### src/rtl/result_commit_buffer.sv
// ---------------------------------------------------------------------------
// result_commit_buffer
//
// Reorders out-of-order execution results back into issue order before
// register-file writeback.
//   * The issue stage allocates one slot per op (I_Alloc) and receives the slot
//     number (O_Issue_No) in the same cycle the grant (O_Alloc_Ack) is given.
//   * Execution units return results tagged with that slot number
//     (I_Valid / I_Data / I_Index / I_Issue_No).
//   * The oldest slot is offered to the register file (O_WB_*) once it is
//     complete, and is retired when I_WB_Ready is high.
//
// Ports
//   clock, reset            rising-edge clock, asynchronous active-high reset
//   I_Alloc                 slot request from the issue stage
//   O_Alloc_Ack, O_Issue_No grant and granted slot number (tail pointer)
//   O_Full, O_Empty         occupancy flags from the registered count
//   I_Valid, I_Data,
//   I_Index, I_Issue_No     result return from an execution unit
//   O_WB_Valid, O_WB_Data,
//   O_WB_Index, I_WB_Ready  in-order writeback handshake
//   O_Err                   sticky flag: completion to a free or already-done slot
// ---------------------------------------------------------------------------
module result_commit_buffer #(
  parameter int DEPTH       = 8,
  parameter int WIDTH_DATA  = 32,
  parameter int WIDTH_INDEX = 8,
  parameter int WIDTH_NO    = 3
) (
  input  logic                   clock,
  input  logic                   reset,
  input  logic                   I_Alloc,
  output logic                   O_Alloc_Ack,
  output logic [WIDTH_NO-1:0]    O_Issue_No,
  output logic                   O_Full,
  output logic                   O_Empty,
  input  logic                   I_Valid,
  input  logic [WIDTH_DATA-1:0]  I_Data,
  input  logic [WIDTH_INDEX-1:0] I_Index,
  input  logic [WIDTH_NO-1:0]    I_Issue_No,
  output logic                   O_WB_Valid,
  output logic [WIDTH_DATA-1:0]  O_WB_Data,
  output logic [WIDTH_INDEX-1:0] O_WB_Index,
  input  logic                   I_WB_Ready,
  output logic                   O_Err
);

  localparam logic [WIDTH_NO:0]   DEPTH_CNT = (WIDTH_NO+1)'(DEPTH);
  localparam logic [WIDTH_NO:0]   CNT_ZERO  = {(WIDTH_NO+1){1'b0}};
  localparam logic [WIDTH_NO:0]   CNT_ONE   = (WIDTH_NO+1)'(1'b1);
  localparam logic [WIDTH_NO-1:0] PTR_ZERO  = {WIDTH_NO{1'b0}};
  localparam logic [WIDTH_NO-1:0] PTR_ONE   = WIDTH_NO'(1'b1);

  // Per-slot state
  logic [DEPTH-1:0]       alloc_bits;
  logic [DEPTH-1:0]       done_bits;
  logic [WIDTH_DATA-1:0]  data_mem  [DEPTH];
  logic [WIDTH_INDEX-1:0] index_mem [DEPTH];

  // Ring pointers and occupancy
  logic [WIDTH_NO-1:0] head;
  logic [WIDTH_NO-1:0] tail;
  logic [WIDTH_NO:0]   count;
  logic [WIDTH_NO:0]   count_next;
  logic                err;

  // Decoded control
  logic full;
  logic empty;
  logic alloc_ack;
  logic wb_valid;
  logic pop;
  logic complete_ok;

  // Control decode from registered state. A completion aimed at the slot
  // being allocated this cycle sees alloc_bits still clear and is therefore
  // reported as an error; a completion aimed at the head being popped sees
  // it already done and is likewise an error, so slot updates never collide.
  always_comb begin
    full        = (count == DEPTH_CNT);
    empty       = (count == CNT_ZERO);
    alloc_ack   = I_Alloc & ~full;
    wb_valid    = alloc_bits[head] & done_bits[head];
    pop         = wb_valid & I_WB_Ready;
    complete_ok = I_Valid & alloc_bits[I_Issue_No] & ~done_bits[I_Issue_No];
  end

  // Occupancy update: simultaneous alloc and pop cancel out.
  always_comb begin
    count_next = count;
    case ({alloc_ack, pop})
      2'b10:   count_next = count + CNT_ONE;
      2'b01:   count_next = count - CNT_ONE;
      default: count_next = count;
    endcase
  end

  // Slot, pointer and error state.
  always_ff @(posedge clock or posedge reset) begin
    if (reset) begin
      alloc_bits <= {DEPTH{1'b0}};
      done_bits  <= {DEPTH{1'b0}};
      head       <= PTR_ZERO;
      tail       <= PTR_ZERO;
      count      <= CNT_ZERO;
      err        <= 1'b0;
      for (int i = 0; i < DEPTH; i++) begin
        data_mem[i]  <= {WIDTH_DATA{1'b0}};
        index_mem[i] <= {WIDTH_INDEX{1'b0}};
      end
    end else begin
      if (pop) begin
        alloc_bits[head] <= 1'b0;
        done_bits[head]  <= 1'b0;
        head             <= head + PTR_ONE;
      end
      if (alloc_ack) begin
        alloc_bits[tail] <= 1'b1;
        done_bits[tail]  <= 1'b0;
        tail             <= tail + PTR_ONE;
      end
      if (complete_ok) begin
        done_bits[I_Issue_No] <= 1'b1;
        data_mem[I_Issue_No]  <= I_Data;
        index_mem[I_Issue_No] <= I_Index;
      end
      if (I_Valid && !complete_ok) begin
        err <= 1'b1;
      end
      count <= count_next;
    end
  end

  assign O_Alloc_Ack = alloc_ack;
  assign O_Issue_No  = tail;
  assign O_Full      = full;
  assign O_Empty     = empty;
  assign O_WB_Valid  = wb_valid;
  assign O_WB_Data   = wb_valid ? data_mem[head]  : {WIDTH_DATA{1'b0}};
  assign O_WB_Index  = wb_valid ? index_mem[head] : {WIDTH_INDEX{1'b0}};
  assign O_Err       = err;

endmodule

### config.mk
export PLATFORM = sky130hd
export DESIGN_NAME = result_commit_buffer
export DESIGN_NICKNAME = d
export VERILOG_FILES = /design/src/rtl/result_commit_buffer.sv
export SDC_FILE = /design/constraint.sdc
export NUM_CORES = 1
export LEC_CHECK = 0
export CORE_MARGIN = 5
export CORE_UTILIZATION = 60
export DETAILED_ROUTE_END_ITERATION = 12
export PLACE_DENSITY = 0.83
export SLEW_MARGIN = 20
export SYNTH_ARGS = -nofsm -noshare
export SYNTH_HDL_FRONTEND = slang
export SYNTH_SLANG_ARGS = --single-unit
### constraint.sdc
create_clock -name clock -period 13.5 [get_ports clock]
set_clock_uncertainty 0.2 [all_clocks]
set_input_delay 2.7 -clock clock [delete_from_list [all_inputs] [get_ports clock]]
set_output_delay 2.7 -clock clock [all_outputs]
set_load 0.03 [all_outputs]
==> results.py <==
metrics = {
    "yosys": {
        "synth-warning-count": 0,
        "synthFlopType": "dfrtp_1",
        "ys_seq_area_frac": 0.528,
        "postSynthAreaPerCell_um2": 14.5,
        "synthTopCellsByArea": "dfrtp_1 (53%), mux2_2 (15%), mux2i_1 (8.7%)",
        "synth-seq-cells": 347,
        "synthCells": 1133,
        "synth_top_area_frac": 0.528,
        "synth_nets": 1186,
        "synth_async_sr_flop_share": 1.00,
        "synth_cell_types": 51,
        "yosys.area.top_type": "dfrtp_1",
        "netlist_area_um2": 16400,
        "synth_edf_count": 0,
    },
    "routing": {
        "post_drt_wl_per_cell_um": 22.7,
        "firstDrtPassIters": 4,
        "postRouteAntennaNets": 0,
        "vias_per_cell": 6.14,
        "vias": 9665,
        "wl_mm": 35.7,
        "drc": 0,
        "drt_iter0_markers": 611,
    },
    "power": {
        "combPwrFrac": 0.397,
        "p_per_area_nw_per_um2": 257,
        "seqPwrFrac": 0.387,
        "swShare": 0.338,
        "internal-power_mw": 3.22,
        "peakVddDrop_v": 0.000140,
        "leakage_nw": 8.75,
        "p_clk_frac": 0.216,
        "p_sw_mw": 1.65,
    },
    "timing": {
        "period_share": 0.576,
        "hold_viol": 0,
        "setup_viol": 0,
        "max_slew.worst_pin.slew_ns": 1.06,
        "slew_headroom": 0.291,
        "totalNegativeSetupSlack_ns": 0,
        "finalMaxSlewViolations": 0,
        "max_freq_mhz": 129,
        "rsz0062_at_grt": "false",
        "period_minus_slack_ns": 7.78,
    },
    "grt": {
        "grt_overflow": 0,
        "grt_use_total": 0.235,
        "grt_pass1_wl_mm": 58.2,
        "grt_pass1_vias": 10440,
        "grt_max_degree": 155,
        "antenna_found_initial": 0,
    },
    "finish": {
        "register_area_um2": 8690,
        "num_antenna_cells": 0,
        "fin_area_um2": 18900,
        "n_fill_cell": 1794,
        "multi_input_area_um2": 7370,
        "fin_nets": 1258,
        "syn2layout_area_growth_pct": 15.0,
        "final_layout_size_suffix_gt1_frac": 0.346,
    },
    "placed_design": {
        "portBuffers": 95,
        "dp_hpwl_mm": 21.0,
        "place_area_um2": 17600,
        "gp_congestion": 0.842,
    },
    "clock_network": {
        "cts_tree": "built",
        "cts-root-buf": "clkbuf_16",
        "cts_resized": 0,
        "cts_setup_buffers": 0,
        "clkTransAtPathRegs_ns": 0.06,
        "htree_levels": 2,
        "hold_buffers": 0,
        "clk-insertion-delay-late_ns": 0.51,
        "numCtsBuffers": 37,
        "cts_sinks": 347,
        "cts_buffer_depth": 3,
    },
    "setup_path": {
        "ff2ff_path_depth": 13,
        "path_class": "reg -> out",
        "cp_max_fo": 35,
        "required_ns": 10.60,
        "rrSetupSlack_ns": 8.17,
        "r2r-start": "head[1]$_DFFE_PP0N_",
        "cp-start-kind": "register",
        "arrival_ns": 4.88,
        "critPathCaptureType": "output port",
        "r2r-end": "count[2]$_DFFE_PP0P_",
    },
    "die": {
        "ios": 96,
        "num_rows": 60,
        "initial_core_util": 0.610,
        "die_x_um": 175,
        "core_area_um2": 27000,
        "fp.dieArea_um2": 30800,
        "fp.dieH_um": 175,
    },
    "outcome": {
        "outcome": "finished, final reports clean",
    },
    "run": {
        "cap_violations": 0,
    },
    "hold_path": {
        "holdPathEnd": "O_Err$_DFFE_PP0P_",
        "hold_depth": 1,
        "hold_start": "O_Err$_DFFE_PP0P_",
        "hp-class": "reg -> reg",
    },
}
## per-layer routing
| layer | vias to the layer above | global-route usage | routed length, um |
|---|---|---|---|
| li1 | 4328 | - | - |
| met1 | 5049 | 0.328 | 15700 |
| met2 | 231 | 0.390 | 17600 |
| met3 | 57 | 0.0355 | 1560 |
| met4 | 0 | 0.0634 | 828 |
| met5 | - | 0 | 0 |
## cell families (layout without fill, tap and decap cells)
family	after synthesis	after routing	share of synthesized area
multiplexers	486	486	0.353
flip-flops	347	347	0.528
AND/OR/NAND/NOR	100	100	0.0357
AO/OA/AOI/OAI	99	99	0.0479
buffers and inverters	87	187	0.0263
XOR/XNOR	9	9	0.00480
adder cells (fa/ha/maj)	5	5	0.00381
## area by class of cell
class | instances | share of cell area
Multi-Input combinational cell | 699 | 0.390
Inverter | 6 | 0.00185
Clock buffer | 52 | 0.0562
Clock inverter | 15 | 0.0113
Timing Repair Buffer | 114 | 0.0579
Sequential cell | 347 | 0.460
Tap cell | 341 | 0.0226
## flip-flops by register name, summed over array words and instances (netlist names)
signal / cells
data_mem: 256
index_mem: 64
alloc_bits: 8
done_bits: 8
count: 4
O_Issue_No: 3
head: 3
O_Err: 1
## Yosys cell counts, types with 2 or more instances
library cell  number
and2_1             5
buf_1              8
xor2_1             6
nand4_1            5
o2bb2ai_1          2
inv_1              5
a21oi_1            2
mux4_2            19
mux2i_1          143
nor4_2             3
a22o_1             3
a22oi_1           64
or4_1              3
clkbuf_1          30
o21ai_1            2
nand2b_1           5
o32ai_2            2
nand2_1            8
buf_2             33
a31o_2             5
o21ai_0            3
mux2_1            25
and3_1            33
and3b_1            2
o31a_1             2
xnor2_1            3
nand3_1            7
nor2b_1            4
ha_1               5
nor3_1             5
a21bo_2            6
a21o_1             2
nor2_1            14
nand3b_1           2
dfrtp_1          347
mux2_4            78
mux2_2           221
buf_6              8
## power by group through the flow
stage | clock network (mW) | logic (mW) | registers [mW]
6_report | 1.05 | 1.93 | 1.88
4_1_cts | 1.07 | 1.95 | 1.88
3_3_place_gp | 0 | 1.88 | 1.85
2_1_floorplan | 0 | 1.48 | 1.76
3_5_place_dp | 0 | 1.93 | 1.88
5_1_grt | 1.11 | 2.08 | 1.94
## how the worst max path moves through the flow
stage / start / endpoint / slack (ns) / depth (start not counted)
after global routing: head[0]$_DFFE_PP0N_ / O_WB_Data[19] / 5.51 / 7
after CTS: head[1]$_DFFE_PP0N_ / O_WB_Data[30] / 5.73 / 7
after global placement: head[1]$_DFFE_PP0N_ / O_WB_Data[26] / 6.06 / 7
final: head[1]$_DFFE_PP0N_ / O_WB_Data[29] / 5.72 / 7
after floorplan: reset / O_Err$_DFFE_PP0P_ / 0.98 / 1
after detailed placement: I_Alloc / O_Alloc_Ack / 6.05 / 3
## critical path: stages (launching register included)
cell	delay (ns)
dfrtp_1	0.89
nor2b_4	1.00
a22oi_1	0.23
and2_1	0.28
o21ai_1	0.49
inv_2	0.51
and3_1	0.31
clkdlybuf4s50_1	0.59
## cells in the final DEF, fill, tap and decap left out, types with 6 or more instances in the layout
master | synthesis | layout
xor2_1 | 6 | 6
and3_1 | 33 | 33
a22oi_1 | 64 | 64
clkbuf_8 | 0 | 8
nand3_1 | 7 | 7
nor2_1 | 14 | 13
clkdlybuf4s50_1 | 0 | 95
clkinv_2 | 0 | 6
nand2_1 | 8 | 8
mux2_1 | 25 | 25
dfrtp_1 | 347 | 346
mux2_4 | 78 | 78
mux2i_1 | 143 | 143
mux4_2 | 19 | 19
buf_4 | 1 | 19
clkbuf_16 | 0 | 37
a21bo_2 | 6 | 6
mux2_2 | 221 | 221
clkbuf_1 | 30 | 7
## metrics by stage
| step | hold slack, ns | power (mW) | cells | utilization | setup slack (ns) |
|---|---|---|---|---|---|
| finish | 0.281 | 4.86 | 1574 | 0.701 | 5.72 |
| global route | 0.296 | 5.13 | 1574 | 0.701 | 5.51 |
| CTS | 0.286 | 4.90 | 1574 | 0.701 | 5.73 |
| detailed placement | 0.257 | 3.82 | 1507 | 0.653 | 6.05 |
| global placement | 0.265 | 3.74 | 1507 | 0.653 | 6.06 |
| floorplan | 0.253 | 3.24 | 1133 | - | 0.978 |
No activity file was read; power rests on OpenSTA's default activity.
